<file path="config.mk">
export PLATFORM = sky130hd
export DESIGN_NAME = approx_error_monitor
export DESIGN_NICKNAME = d
export VERILOG_FILES = /design/src/rtl/approx_error_monitor.sv
export SDC_FILE = /design/constraint.sdc
export NUM_CORES = 1
export LEC_CHECK = 0
export BUFFER_PORTS_ARGS = -buffer_cell sky130_fd_sc_hd__buf_2
export CAP_MARGIN = 20
export CORE_MARGIN = 1
export CORE_UTILIZATION = 30
export CTS_CLUSTER_DIAMETER = 60
export DETAILED_ROUTE_END_ITERATION = 16
export GPL_TIMING_DRIVEN = 1
export SYNTH_ARGS = -nofsm -noshare
export SYNTH_HDL_FRONTEND = slang
export SYNTH_SLANG_ARGS = --single-unit
</file>
<file path="constraint.sdc">
create_clock -name clk -period 5.5 [get_ports clk]
set_input_delay 0.55 -clock clk [delete_from_list [all_inputs] [get_ports clk]]
set_output_delay 0.55 -clock clk [all_outputs]
set_load 0.1 [all_outputs]
</file>
<file path="src/rtl/approx_error_monitor.sv">
// approx_error_monitor
//   Reduces a stream of paired exact/approximate multiplier results to error
//   statistics over a window of SAMPLES accepted pairs: number of mismatching
//   pairs, saturating sum of absolute error, and peak absolute error.
//
// Ports:
//   clk          system clock, all state on rising edge
//   rst          synchronous active-high reset
//   start        begin a new window (honoured in IDLE or DONE)
//   in_valid     exact_in/approx_in pair valid
//   in_ready     pair accepted on a rising edge where in_valid is also high
//   exact_in     exact product
//   approx_in    approximate product
//   busy         window in progress
//   done         window complete, statistics final
//   sample_count pairs accepted in the current window
//   err_count    pairs with exact_in != approx_in
//   sum_abs_err  saturating sum of |exact_in - approx_in|
//   max_abs_err  largest |exact_in - approx_in| seen
//   sat          sticky, sum_abs_err was clamped this window
//
// state | meaning
// ------+---------------------------------------------
// IDLE  | after reset, waiting for start
// ACCUM | accepting pairs, statistics updating
// DONE  | window complete, statistics frozen until start

module approx_error_monitor #(
    parameter int WIDTH   = 16,
    parameter int SAMPLES = 256,
    parameter int CNT_W   = 16,
    parameter int ACC_W   = 32
) (
    input  logic             clk,
    input  logic             rst,
    input  logic             start,
    input  logic             in_valid,
    output logic             in_ready,
    input  logic [WIDTH-1:0] exact_in,
    input  logic [WIDTH-1:0] approx_in,
    output logic             busy,
    output logic             done,
    output logic [CNT_W-1:0] sample_count,
    output logic [CNT_W-1:0] err_count,
    output logic [ACC_W-1:0] sum_abs_err,
    output logic [WIDTH-1:0] max_abs_err,
    output logic             sat
);

    localparam logic [CNT_W-1:0] LAST_IDX = CNT_W'(SAMPLES - 1);

    typedef enum logic [1:0] {
        S_IDLE  = 2'd0,
        S_ACCUM = 2'd1,
        S_DONE  = 2'd2
    } state_t;

    state_t state, state_next;

    logic             clear;
    logic             accept;
    logic [WIDTH:0]   sub_w;
    logic [WIDTH-1:0] diff;
    logic [ACC_W:0]   sum_ext;

    always_ff @(posedge clk) begin
        if (rst) state <= S_IDLE;
        else     state <= state_next;
    end

    always_comb begin
        state_next = state;
        in_ready   = 1'b0;
        busy       = 1'b0;
        done       = 1'b0;
        clear      = 1'b0;
        case (state)
            S_IDLE: begin
                if (start) begin
                    clear      = 1'b1;
                    state_next = S_ACCUM;
                end
            end
            S_ACCUM: begin
                in_ready = 1'b1;
                busy     = 1'b1;
                // the pair accepted at this edge is the last one of the window
                if (in_valid && sample_count == LAST_IDX) state_next = S_DONE;
            end
            S_DONE: begin
                done = 1'b1;
                if (start) begin
                    clear      = 1'b1;
                    state_next = S_ACCUM;
                end
            end
            default: state_next = S_IDLE;
        endcase
    end

    assign accept = in_valid & in_ready;

    // A borrow out of the WIDTH+1-bit subtraction means approx_in > exact_in;
    // the magnitude always fits in WIDTH bits so negating the low bits suffices.
    assign sub_w   = {1'b0, exact_in} - {1'b0, approx_in};
    assign diff    = sub_w[WIDTH] ? (~sub_w[WIDTH-1:0] + WIDTH'(1)) : sub_w[WIDTH-1:0];
    assign sum_ext = {1'b0, sum_abs_err} + {{(ACC_W + 1 - WIDTH){1'b0}}, diff};

    always_ff @(posedge clk) begin
        if (rst || clear) begin
            sample_count <= '0;
            err_count    <= '0;
            sum_abs_err  <= '0;
            max_abs_err  <= '0;
            sat          <= 1'b0;
        end else if (accept) begin
            sample_count <= sample_count + CNT_W'(1);
            if (diff != '0) err_count <= err_count + CNT_W'(1);
            if (sum_ext[ACC_W]) begin
                sum_abs_err <= '1;
                sat         <= 1'b1;
            end else begin
                sum_abs_err <= sum_ext[ACC_W-1:0];
            end
            if (diff > max_abs_err) max_abs_err <= diff;
        end
    end

endmodule

</file>
==> results.json <==
{
  "yosys.area.top_type_share_pct": 27.5,
  "die_width_um": 144,
  "dp_cells": 1147,
  "buffer_ports.inserted": 119,
  "post_cts_resized": 0,
  "fin_crit_ns": 5.10,
  "layout_commonest_cell": "sky130_fd_sc_hd__buf_2",
  "design.final.nets": 983,
  "avgViaCountPerCell": 4.97,
  "ant_diodes": 0,
  "drt_drc_violations_left": 0,
  "floorplan.die.height_um": 144,
  "required_ns": 5.73,
  "synth.ff_latch_count": 83,
  "detail_route.first_pass.iterations": 4,
  "grt_start_max_net_pins": 36,
  "setup_viol": 0,
  "power_report.internal_total_mw": 1.33,
  "globalRouteMet2Util_pct": 25.2,
  "final_antenna_net_count": 0,
  "flow.area_growth_from_synthesis_pct": 23.4,
  "synth-async-reset-ratio_pct": 0,
  "yosysUniqueCellTypes": 71,
  "globalplace.congestion": 0.828,
  "worstPathMaxFanout": 13,
  "met1_usage_pct": 21.6,
  "cp_cell_sequence": "buf_2 > inv_1 > ha_1 > inv_1 > fa_1 > a21o_1 > a311o_1 > a211oi_4 > o31a_1 > buf_4 > nand2_1 > xnor2_1 > ha_1 > inv_1 > o21bai_1 > a2111oi_2 > o31ai_1 > o221a_2 > o211ai_1 > a21boi_0 > o211ai_1 > buf_4 > buf_4 > o311a_1",
  "status": "complete, no violations",
  "cp.arrival_ns": 5.33,
  "p_per_area_nw_per_um2": 280,
  "cts_clock_pin_slew_for_the_worst_setup_and_hold_paths_ns": 0.06,
  "p_leak_nw": 3.35,
  "synth-seq-area-share_pct": 27.5,
  "synth.avg_cell_area_um2": 8.01,
  "ys.warnings.count": 0,
  "timing.max_cap.violations": 0,
  "slowest_stage": "sky130_fd_sc_hd__a311o_1",
  "fin_crit_sh_pct": 92.7,
  "timing.final.hold_violations": 0,
  "worst_max_slew_margin_expressed_relative_to_the_limit_pct": 38.5,
  "placeableCoreArea_um2": 19600,
  "cts-root-to-sink-buffers": 2,
  "die_area_um2": 20700,
  "clock_sinks": 83,
  "groute.usage.overall_pct": 16.1,
  "std_cell_rows": 51,
  "worst_skew_pair.late_latency_ns": 0.34,
  "timing.hold.ws_ns": 0.427,
  "cts-root-buf": "sky130_fd_sc_hd__clkbuf_16",
  "syn_inst": 753,
  "cts_post_setup_buffers_inserted": 0,
  "boundaryPins": 120,
  "transition_at_the_pin_with_the_smallest_max_transition_slack_ns": 0.914,
  "cts_tree": "done",
  "peak_usage_layer_in_the_global_routing_report": "met2",
  "max_freq_ghz": 0.196,
  "timing.hold.worst.class": "input pin to flip-flop",
  "final_cell_mix": "119 x sky130_fd_sc_hd__buf_2, 83 x sky130_fd_sc_hd__dfxtp_1, 79 x sky130_fd_sc_hd__nor2_1",
  "ys_dominant_reg_cell": "sky130_fd_sc_hd__dfxtp_1",
  "detail_route.wl_per_cell_um": 14.0,
  "netSwitchingPower_mw": 0.758,
  "endpoint_kind": "flip-flop",
  "route.vias.total": 5779,
  "grt_pass1_vias": 5236,
  "holdBufCountCts": 0,
  "power_frac_clock_pct": 31.0,
  "post_detailed_routing_wire_length_um": 16300,
  "worst_clock_skew_ns": 0.00972,
  "antenna_found_initial": 0,
  "drv_slew": 0,
  "drive_above_1_share_pct": 22.5,
  "filler_cells_inserted": 2077,
  "detailedRoute.firstIterationViolations": 272,
  "seq_power_share_pct": 30.0,
  "critical_path_s_largest_stage_delay_ns": 0.42,
  "worst-setup-path-type": "input pin to flip-flop",
  "post-synth-top-area-cell": "sky130_fd_sc_hd__dfxtp_1",
  "syn-cell-area_um2": 6030,
  "clock_tree.htree_level_count": 3,
  "power_switching_share_pct": 36.3,
  "rsz0062_at_grt": "false",
  "power.share.combinational_pct": 39.0,
  "final_non_filler_cells": 1163,
  "grt.overflow.total": 0,
  "synth_edf_count": 0,
  "synth_nets": 843,
  "start_util_pct": 30.8,
  "dp.final_hpwl_um": 12700,
  "groute.layer.met3.usage_pct": 3.20,
  "start_kind": "input pin",
  "synth_top_cells_by_area": "sky130_fd_sc_hd__dfxtp_1 28%, sky130_fd_sc_hd__ha_1 11%, sky130_fd_sc_hd__nor2_1 4.9%",
  "ir_drop_uv": 127,
  "wire_length_of_the_first_global_routing_pass_um": 26100,
  "tritoncts.num_buffers": 9
}
==> area by class of cell <==
type                    count  area, um2  area share, %
clock buffers              13        280           3.76
clock inverters             3       43.8          0.588
inverters                  57        214           2.87
multi-input cells         586       4040           54.3
flip-flops and latches     83       1660           22.3
well taps                 265        332           4.45
repair buffers            156        873           11.7
==> cell usage after synthesis (all sizes together), types with 17 or more instances <==
library cell	number
clkbuf	19
o21ai	35
o21a	22
xnor2	30
nand2	49
inv	57
nor2	79
nor3	27
nand3	18
dfxtp	83
ha	52
a211oi	17
xor2	24
a21oi	55
==> logic make-up after synthesis <==
kind of cell    count (synthesis)  share of synthesized area (%)
simple gates                  254                           21.0
compound gates                214                           24.6
buf+inv                        84                           5.64
flops                          83                           27.5
xor+xnor                       54                           8.09
fa+ha+maj                      54                           11.4
mux                            10                           1.68
==> power groups by stage <==
| stage | registers, mW | clock network [mW] | logic, mW |
|---|---|---|---|
| after floorplan | 0.731 | 0 | 0.503 |
| after global placement | 0.639 | 0 | 0.808 |
| after detailed placement | 0.639 | 0 | 0.809 |
| after CTS | 0.626 | 0.668 | 0.813 |
| after global routing | 0.627 | 0.697 | 0.899 |
| final | 0.626 | 0.647 | 0.814 |
==> critical path, delay by kind of cell <==
family	cells	cell delay (ns)
compound gates	12	2.90
xor+xnor	1	0.15
fa+ha+maj	3	0.90
buf+inv	7	0.76
simple gates	1	0.08
==> state kept, by name (all words and copies together) (netlist names) <==
signal	cells
sum_abs_err	32
max_abs_err	16
sample_count	16
err_count	16
sat	1
state	2
==> final timing paths <==
| check | cells after the start | from | slack [ns] | end |
|---|---|---|---|---|
| worst min-delay path | 2 | rst | 0.43 | state[1]$_SDFFE_PP0P_ |
| worst max-delay path | 24 | exact_in[0] | 0.40 | sum_abs_err[31]$_SDFFE_PP0P_ |
| worst max register to register | 13 | sum_abs_err[0]$_SDFFE_PP0P_ | 2.24 | sum_abs_err[31]$_SDFFE_PP0P_ |
| worst min register to register | 1 | sat$_SDFFE_PP0P_ | 0.46 | sat$_SDFFE_PP0P_ |
==> per-layer routing <==
metal / vias to the layer above / wire, um
met5: - / 0
met4: 0 / 269
met3: 15 / 747
met2: 122 / 7220
met1: 2636 / 8060
li1: 3006 / -
==> stage by stage <==
step | TNS (ns) | setup WS (ns) | power (mW) | instance area [um2] | utilization (%)
final | 0 | 0.402 | 2.09 | 7450 | 38.0
after global routing | 0 | 0.0308 | 2.22 | 7450 | 38.0
after CTS | 0 | 0.292 | 2.11 | 7440 | 38.0
after detailed placement | -0.211 | -0.0584 | 1.45 | 7120 | 36.3
after global placement | 0 | 0.0750 | 1.45 | 7120 | 36.3
after floorplan | 0 | 0.0201 | 1.23 | 6040 | -
No activity file was read; power rests on OpenSTA's default activity.
